### config.mk
export PLATFORM = sky130hd
export DESIGN_NAME = version_store_writer_flat
export DESIGN_NICKNAME = d
export VERILOG_FILES = /design/src/rtl/version_store_writer_if.sv /design/src/rtl/version_store_writer.sv /design/src/flat_wrapper.sv
export SDC_FILE = /design/constraint.sdc
export NUM_CORES = 1
export LEC_CHECK = 0
export CAP_MARGIN = 20
export CORE_MARGIN = 3
export CORE_UTILIZATION = 30
export DETAILED_ROUTE_END_ITERATION = 6
export SETUP_SLACK_MARGIN = 0.5
export SKIP_CTS_REPAIR_TIMING = 1
export SYNTH_ARGS = -nofsm -noshare
export SYNTH_HDL_FRONTEND = slang
export SYNTH_SLANG_ARGS = --single-unit
### constraint.sdc
create_clock -name clk -period 10.5 [get_ports clk]
set_clock_uncertainty 0.15 [all_clocks]
set_input_delay 2.1 -clock clk [delete_from_list [all_inputs] [get_ports clk]]
set_output_delay 2.1 -clock clk [all_outputs]
set_load 0.005 [all_outputs]
### src/rtl/version_store_writer_if.sv
// Write handshake plus packed slot buses between the version store writer and its users.
// Slot i occupies [i*VERSION_WIDTH +: VERSION_WIDTH] of versions and [i*DATA_WIDTH +: DATA_WIDTH] of dataOutputs.
// wrReady is driven from registered state only and never depends on wrValid.
interface version_store_writer_if #(
    parameter int DATA_WIDTH    = 32,
    parameter int VERSION_WIDTH = 4,
    parameter int VERSION_NUM   = 4
);
    logic                                 wrValid;
    logic [DATA_WIDTH-1:0]                wrData;
    logic                                 wrReady;
    logic [VERSION_WIDTH*VERSION_NUM-1:0] versions;
    logic [DATA_WIDTH*VERSION_NUM-1:0]    dataOutputs;
    logic [VERSION_NUM-1:0]               validMask;
    logic [VERSION_WIDTH-1:0]             currentVer;
    logic                                 busy;

    modport master (
        output wrValid, wrData,
        input  wrReady, versions, dataOutputs, validMask, currentVer, busy
    );

    modport slave (
        input  wrValid, wrData,
        output wrReady, versions, dataOutputs, validMask, currentVer, busy
    );
endinterface

### src/rtl/version_store_writer.sv
// Stamps accepted words with increasing versions into free/oldest slots; optional clear via VERSION_STORE_CLEAR_EN.
// Latency: accepted write visible on the slot buses one cycle later.
// Backpressure: wrReady low for 2*VERSION_NUM cycles while versions are renormalised after an overflowing write.
module version_store_writer #(
    parameter int DATA_WIDTH    = 32,
    parameter int VERSION_WIDTH = 4,
    parameter int VERSION_NUM   = 4
) (
    input  logic clk,
    input  logic rst,
`ifdef VERSION_STORE_CLEAR_EN
    input  logic clear,
`endif
    version_store_writer_if.slave bus
);
    localparam int IDX_W = (VERSION_NUM > 1) ? $clog2(VERSION_NUM) : 1;
    localparam logic [IDX_W-1:0]         IDX_LAST = IDX_W'(VERSION_NUM - 1);
    localparam logic [IDX_W-1:0]         IDX_ONE  = IDX_W'(1);
    localparam logic [VERSION_WIDTH-1:0] VER_ONE  = VERSION_WIDTH'(1);
    localparam logic [VERSION_WIDTH-1:0] VER_MAX  = '1;

    typedef enum logic [1:0] {IDLE, SCAN, SHIFT} state_t;

    state_t                   state_q, state_d;
    logic [IDX_W-1:0]         idx_q, idx_d;
    logic [VERSION_WIDTH-1:0] min_q, min_d;
    logic [VERSION_WIDTH-1:0] base_q, base_d;
    logic [VERSION_WIDTH-1:0] cur_q, cur_d;
    logic [VERSION_WIDTH-1:0] ver_q [VERSION_NUM];
    logic [VERSION_WIDTH-1:0] ver_d [VERSION_NUM];
    logic [DATA_WIDTH-1:0]    dat_q [VERSION_NUM];
    logic [DATA_WIDTH-1:0]    dat_d [VERSION_NUM];
    logic [VERSION_NUM-1:0]   valid_q, valid_d;

    logic                     clear_w;
    logic                     wr_ready;
    logic                     accept;
    logic [IDX_W-1:0]         tgt;
    logic                     tgt_found;
    logic [VERSION_WIDTH-1:0] tgt_min;
    logic [VERSION_WIDTH-1:0] new_ver;
    logic [VERSION_WIDTH-1:0] scan_min;

`ifdef VERSION_STORE_CLEAR_EN
    assign clear_w = clear;
`else
    assign clear_w = 1'b0;
`endif

    assign wr_ready = (state_q == IDLE) && !clear_w;
    assign accept   = bus.wrValid && wr_ready;
    assign new_ver  = cur_q + VER_ONE;
    assign scan_min = (valid_q[idx_q] && (ver_q[idx_q] < min_q)) ? ver_q[idx_q] : min_q;

    // Lowest free slot wins; with no free slot, the oldest (smallest, unique) version is evicted.
    always_comb begin
        tgt       = '0;
        tgt_found = 1'b0;
        tgt_min   = ver_q[0];
        for (int i = 0; i < VERSION_NUM; i++) begin
            if (!valid_q[i] && !tgt_found) begin
                tgt       = IDX_W'(i);
                tgt_found = 1'b1;
            end
        end
        if (!tgt_found) begin
            for (int i = 1; i < VERSION_NUM; i++) begin
                if (ver_q[i] < tgt_min) begin
                    tgt_min = ver_q[i];
                    tgt     = IDX_W'(i);
                end
            end
        end
    end

    always_comb begin
        state_d = state_q;
        idx_d   = idx_q;
        min_d   = min_q;
        base_d  = base_q;
        cur_d   = cur_q;
        ver_d   = ver_q;
        dat_d   = dat_q;
        valid_d = valid_q;
        case (state_q)
            IDLE: begin
                if (clear_w) begin
                    ver_d   = '{default: '0};
                    dat_d   = '{default: '0};
                    valid_d = '0;
                    cur_d   = '0;
                end else if (accept) begin
                    ver_d[tgt]   = new_ver;
                    dat_d[tgt]   = bus.wrData;
                    valid_d[tgt] = 1'b1;
                    cur_d        = new_ver;
                    if (new_ver == VER_MAX) begin
                        state_d = SCAN;
                        idx_d   = '0;
                        min_d   = VER_MAX;
                    end
                end
            end
            SCAN: begin
                min_d = scan_min;
                if (idx_q == IDX_LAST) begin
                    base_d  = scan_min - VER_ONE;
                    state_d = SHIFT;
                    idx_d   = '0;
                end else begin
                    idx_d = idx_q + IDX_ONE;
                end
            end
            SHIFT: begin
                if (valid_q[idx_q]) begin
                    ver_d[idx_q] = ver_q[idx_q] - base_q;
                end
                if (idx_q == IDX_LAST) begin
                    cur_d   = cur_q - base_q;
                    state_d = IDLE;
                    idx_d   = '0;
                end else begin
                    idx_d = idx_q + IDX_ONE;
                end
            end
            default: state_d = IDLE;
        endcase
    end

    always_ff @(posedge clk) begin
        if (rst) begin
            state_q <= IDLE;
            idx_q   <= '0;
            min_q   <= '0;
            base_q  <= '0;
            cur_q   <= '0;
            ver_q   <= '{default: '0};
            dat_q   <= '{default: '0};
            valid_q <= '0;
        end else begin
            state_q <= state_d;
            idx_q   <= idx_d;
            min_q   <= min_d;
            base_q  <= base_d;
            cur_q   <= cur_d;
            ver_q   <= ver_d;
            dat_q   <= dat_d;
            valid_q <= valid_d;
        end
    end

    for (genvar g = 0; g < VERSION_NUM; g++) begin : g_out
        assign bus.versions[g*VERSION_WIDTH +: VERSION_WIDTH] = ver_q[g];
        assign bus.dataOutputs[g*DATA_WIDTH +: DATA_WIDTH]    = dat_q[g];
    end

    assign bus.wrReady    = wr_ready;
    assign bus.validMask  = valid_q;
    assign bus.currentVer = cur_q;
    assign bus.busy       = (state_q != IDLE);
endmodule

### src/flat_wrapper.sv
// flat-port wrapper written by rule: the top's interface ports become plain ports
module version_store_writer_flat 
#(
    parameter int DATA_WIDTH    = 32,
    parameter int VERSION_WIDTH = 4,
    parameter int VERSION_NUM   = 4
)
  (clk, rst, bus_wrValid, bus_wrData, bus_wrReady, bus_versions, bus_dataOutputs, bus_validMask, bus_currentVer, bus_busy);
  version_store_writer_if #(.DATA_WIDTH(DATA_WIDTH), .VERSION_WIDTH(VERSION_WIDTH), .VERSION_NUM(VERSION_NUM)) bus_i ();
  input  logic clk;
  input  logic rst;
  input wire logic [$bits(bus_i.wrValid)-1:0] bus_wrValid;
  input wire logic [$bits(bus_i.wrData)-1:0] bus_wrData;
  output wire logic [$bits(bus_i.wrReady)-1:0] bus_wrReady;
  output wire logic [$bits(bus_i.versions)-1:0] bus_versions;
  output wire logic [$bits(bus_i.dataOutputs)-1:0] bus_dataOutputs;
  output wire logic [$bits(bus_i.validMask)-1:0] bus_validMask;
  output wire logic [$bits(bus_i.currentVer)-1:0] bus_currentVer;
  output wire logic [$bits(bus_i.busy)-1:0] bus_busy;
  assign bus_i.wrValid = bus_wrValid;
  assign bus_i.wrData = bus_wrData;
  assign bus_wrReady = bus_i.wrReady;
  assign bus_versions = bus_i.versions;
  assign bus_dataOutputs = bus_i.dataOutputs;
  assign bus_validMask = bus_i.validMask;
  assign bus_currentVer = bus_i.currentVer;
  assign bus_busy = bus_i.busy;
  version_store_writer #(.DATA_WIDTH(DATA_WIDTH), .VERSION_WIDTH(VERSION_WIDTH), .VERSION_NUM(VERSION_NUM)) u_core (.clk(clk), .rst(rst), .bus(bus_i));
endmodule
==> results.py <==
metrics = {
    "power_and_ir_drop": {
        "ir_drop_uv": 94.6,
        "power_leakage_nw": 4.12,
        "power.density_nw_per_um2": 155,
        "total_power_w": 0.00155,
    },
    "cts": {
        "cts_tree": "done",
        "insertion_delay_ps": 420,
        "htreeDepth": 4,
        "cts_inserted_buffers": 17,
        "clk_pin_slew_ps": 70,
        "cts_root_buf": "clkbuf_16",
        "clock_sinks": 164,
        "cts_buffer_depth": 2,
    },
    "drt": {
        "wl_per_cell_um": 16.8,
        "drc": 0,
        "drt_first_iter_violations": 306,
        "firstDrtPassIters": 4,
        "routed_wl_mm": 20.6,
        "final_antenna_net_count": 0,
        "num_vias": 5767,
        "vias_per_cell": 4.69,
    },
    "sta": {
        "setup_viol": 0,
        "finalWorstSetupSlack_ps": 5340,
        "worstMarginPinSlew_ps": 693,
        "max_clock_freq_mhz": 194,
        "finalCritPeriodShare_pct": 49.1,
        "rsz0062_at_grt": "false",
        "tns_ps": 0,
        "hold_violations": 0,
        "post-route-min-period_ps": 5160,
        "slew_violations": 0,
        "max_slew_margin_pct": 53.8,
    },
    "finish": {
        "final_cell_area_um2": 10000,
        "nNetsFinal": 964,
        "drive_above_1_share_pct": 7.03,
        "syn2layout_area_growth_pct": 36.4,
        "layout.cells.non_filler": 1229,
        "diodes": 0,
    },
    "floorplanning": {
        "start_util_pct": 30.9,
        "die_h_um": 162,
        "num_rows": 56,
        "io_pins": 189,
        "coreArea_um2": 23800,
        "die_x_um": 162,
        "die_area_um2": 26300,
    },
    "logic_synthesis": {
        "synth_cells": 727,
        "syn-cell-area_um2": 7330,
        "synth_area_leaders": "dfxtp_1 45%, mux2i_1 18%, nor2_1 7.9%, ha_1 5.1%, buf_6 2.2%",
        "yosysUniqueCellTypes": 68,
        "synth_nets": 794,
        "synth-edff-count": 0,
        "synthArstFlopShare_pct": 0,
        "ys_warn_count": 0,
        "yosysTopAreaCell": "dfxtp_1",
        "synth_top_cell_area_share_pct": 44.8,
        "synth_area_per_cell_um2": 10.1,
        "ys.flop_type": "dfxtp_1",
        "synth_seq_cells": 164,
        "ys_seq_area_share_pct": 44.8,
    },
    "critical_path": {
        "crit_path_start_kind": "flip-flop",
        "critPathMaxFanout": 26,
        "cp.depth": 20,
        "end_kind": "flip-flop",
        "critical-path-top-delay-family": "compound AO/OA/AOI/OAI gates",
        "crit_buf_inv": 2,
        "cp.required_ps": 10620,
        "crit_chain": "inv_1 -> ha_1 -> nand2_1 -> o21ai_1 -> mux2i_1 -> ha_1 -> or2_1 -> a211o_1 -> nand2_1 -> nor2_1 -> a21oi_1 -> ha_1 -> o21a_1 -> o21a_1 -> o21ai_0 -> a2111o_1 -> a21bo_2 -> buf_4 -> mux2i_1 -> nor2_1",
        "r2r_cells": 20,
        "cp_slowest_cell": "buf_4",
        "crit_path_max_incr_delay_ps": 500,
        "crit_type": "reg2reg",
        "reg2reg_slack_ps": 5340,
        "critical_path_arrival_ps": 5280,
        "crit_path_frequent_cell": "ha_1",
    },
    "min_path": {
        "hp-class": "reg2reg",
        "holdPathStages": 2,
    },
    "global_routing": {
        "grt_max_degree": 65,
        "grt_pass1_wl_mm": 33.1,
        "gr-usage-met3_pct": 5.92,
        "overflow": 0,
        "grt_pass1_vias": 5678,
        "grt_use_met2_pct": 24.7,
        "antenna_found_initial": 0,
        "top_usage_layer": "met2",
        "grtUsageTotal_pct": 15.8,
        "met1_usage_pct": 20.8,
    },
    "status": {
        "status": "complete, no violations",
    },
    "placed_design": {
        "place_ws_ps": 5340,
        "globalplace.congestion": 0.819,
        "port_buffers": 188,
        "dpl.cell_count": 1197,
        "hpwl_mm": 14.3,
        "dpl-instance-area_um2": 9390,
    },
    "run": {
        "maxCapViolations": 0,
    },
}
==> cell type report <==
class                           count  area, µm²
Tap cell                          319        399
Clock inverter                     15        181
Sequential cell                   164       3280
Inverter                           26       97.6
Clock buffer                       17        425
Fill cell                        2339      13800
Multi-Input combinational cell    494       3690
Timing Repair Buffer              194       1920
==> final timing paths <==
check | startpoint | to
worst min register to register | u_core.base_q[2] | u_core.base_q[2]
worst min-delay path | u_core.base_q[2] | u_core.base_q[2]
worst max register to register | u_core.bus.versions[2] | u_core.bus.dataOutputs[46]
worst max-delay path | u_core.bus.versions[2] | u_core.bus.dataOutputs[46]
==> routing by layer <==
layer / vias to the layer above / part of all wire [%]
li1: 2873 / -
met3: 15 / 7.5
met1: 2728 / 46
met2: 151 / 46
met4: 0 / 0.93
met5: - / 0
==> synthesized netlist by cell type (5+ instances only) <==
| master | instances |
|---|---|
| nor2_1 | 154 |
| nand2b_1 | 5 |
| inv_1 | 25 |
| a21oi_1 | 30 |
| ha_1 | 30 |
| o21ai_0 | 9 |
| a21o_1 | 5 |
| xor2_1 | 6 |
| mux2i_1 | 135 |
| mux4_2 | 5 |
| dfxtp_1 | 164 |
| buf_6 | 14 |
| nand2_1 | 17 |
| a221oi_1 | 6 |
| clkbuf_1 | 26 |
| xnor2_1 | 5 |
| nand3_1 | 8 |
| a211oi_1 | 7 |
| o311a_1 | 6 |
==> cell families (layout without fill, tap and decap cells) <==
kind of cell / Yosys count / in the layout / synth area share [%]
xor gates and xnor gates: 11 / 11 / 1.31
buffers and inverters: 69 / 252 / 5.04
adders and majority gates: 32 / 32 / 5.67
and+or+nand+nor: 208 / 208 / 12.0
AOI/OAI and AO/OA: 100 / 100 / 10.8
muxes: 143 / 143 / 20.4
DFF: 164 / 164 / 44.8
==> metrics by stage <==
step           utilization [%]  hold WS (ps)
2_1_floorplan                -           282
3_3_place_gp              39.5           302
3_5_place_dp              39.5           308
4_1_cts                   42.1           315
5_1_grt                   42.1           333
6_report                  42.1           315
==> worst min-delay path, cell delays in order (launching register included) <==
cell     delay [ps]
dfxtp_1         310
nand2_1          60
a21oi_1          50
==> power breakdown <==
| part | leakage [nW] | switching [W] | total (W) | internal [W] |
|---|---|---|---|---|
| combinational | 2.49 | 0.000120 | 0.000240 | 0.000120 |
| sequential | 1.33 | 0.0000205 | 0.000667 | 0.000646 |
| clock | 0.296 | 0.000297 | 0.000641 | 0.000344 |
==> cell usage in the layout (no fill, tap or decap), types with 6 or more instances in the layout <==
| cell | instances |
|---|---|
| ha_1 | 30 |
| clkbuf_16 | 17 |
| dfxtp_1 | 164 |
| o21ai_0 | 9 |
| buf_4 | 7 |
| inv_8 | 6 |
| inv_1 | 25 |
| xor2_1 | 6 |
| o311a_1 | 6 |
| mux2i_1 | 135 |
| nand2_1 | 17 |
| a221oi_1 | 6 |
| clkdlybuf4s50_1 | 187 |
| a21oi_1 | 29 |
| a211oi_1 | 7 |
| nand3_1 | 8 |
| nor2_1 | 154 |
==> registers in the layout (all words and copies together) (netlist names) <==
name / count
u_core.min_q: 4
u_core.bus.validMask: 4
u_core.bus.dataOutputs: 128
u_core.base_q: 4
u_core.state_q: 2
u_core.bus.versions: 16
u_core.bus.currentVer: 4
u_core.idx_q: 2
Power figures use the tool's default switching activity.
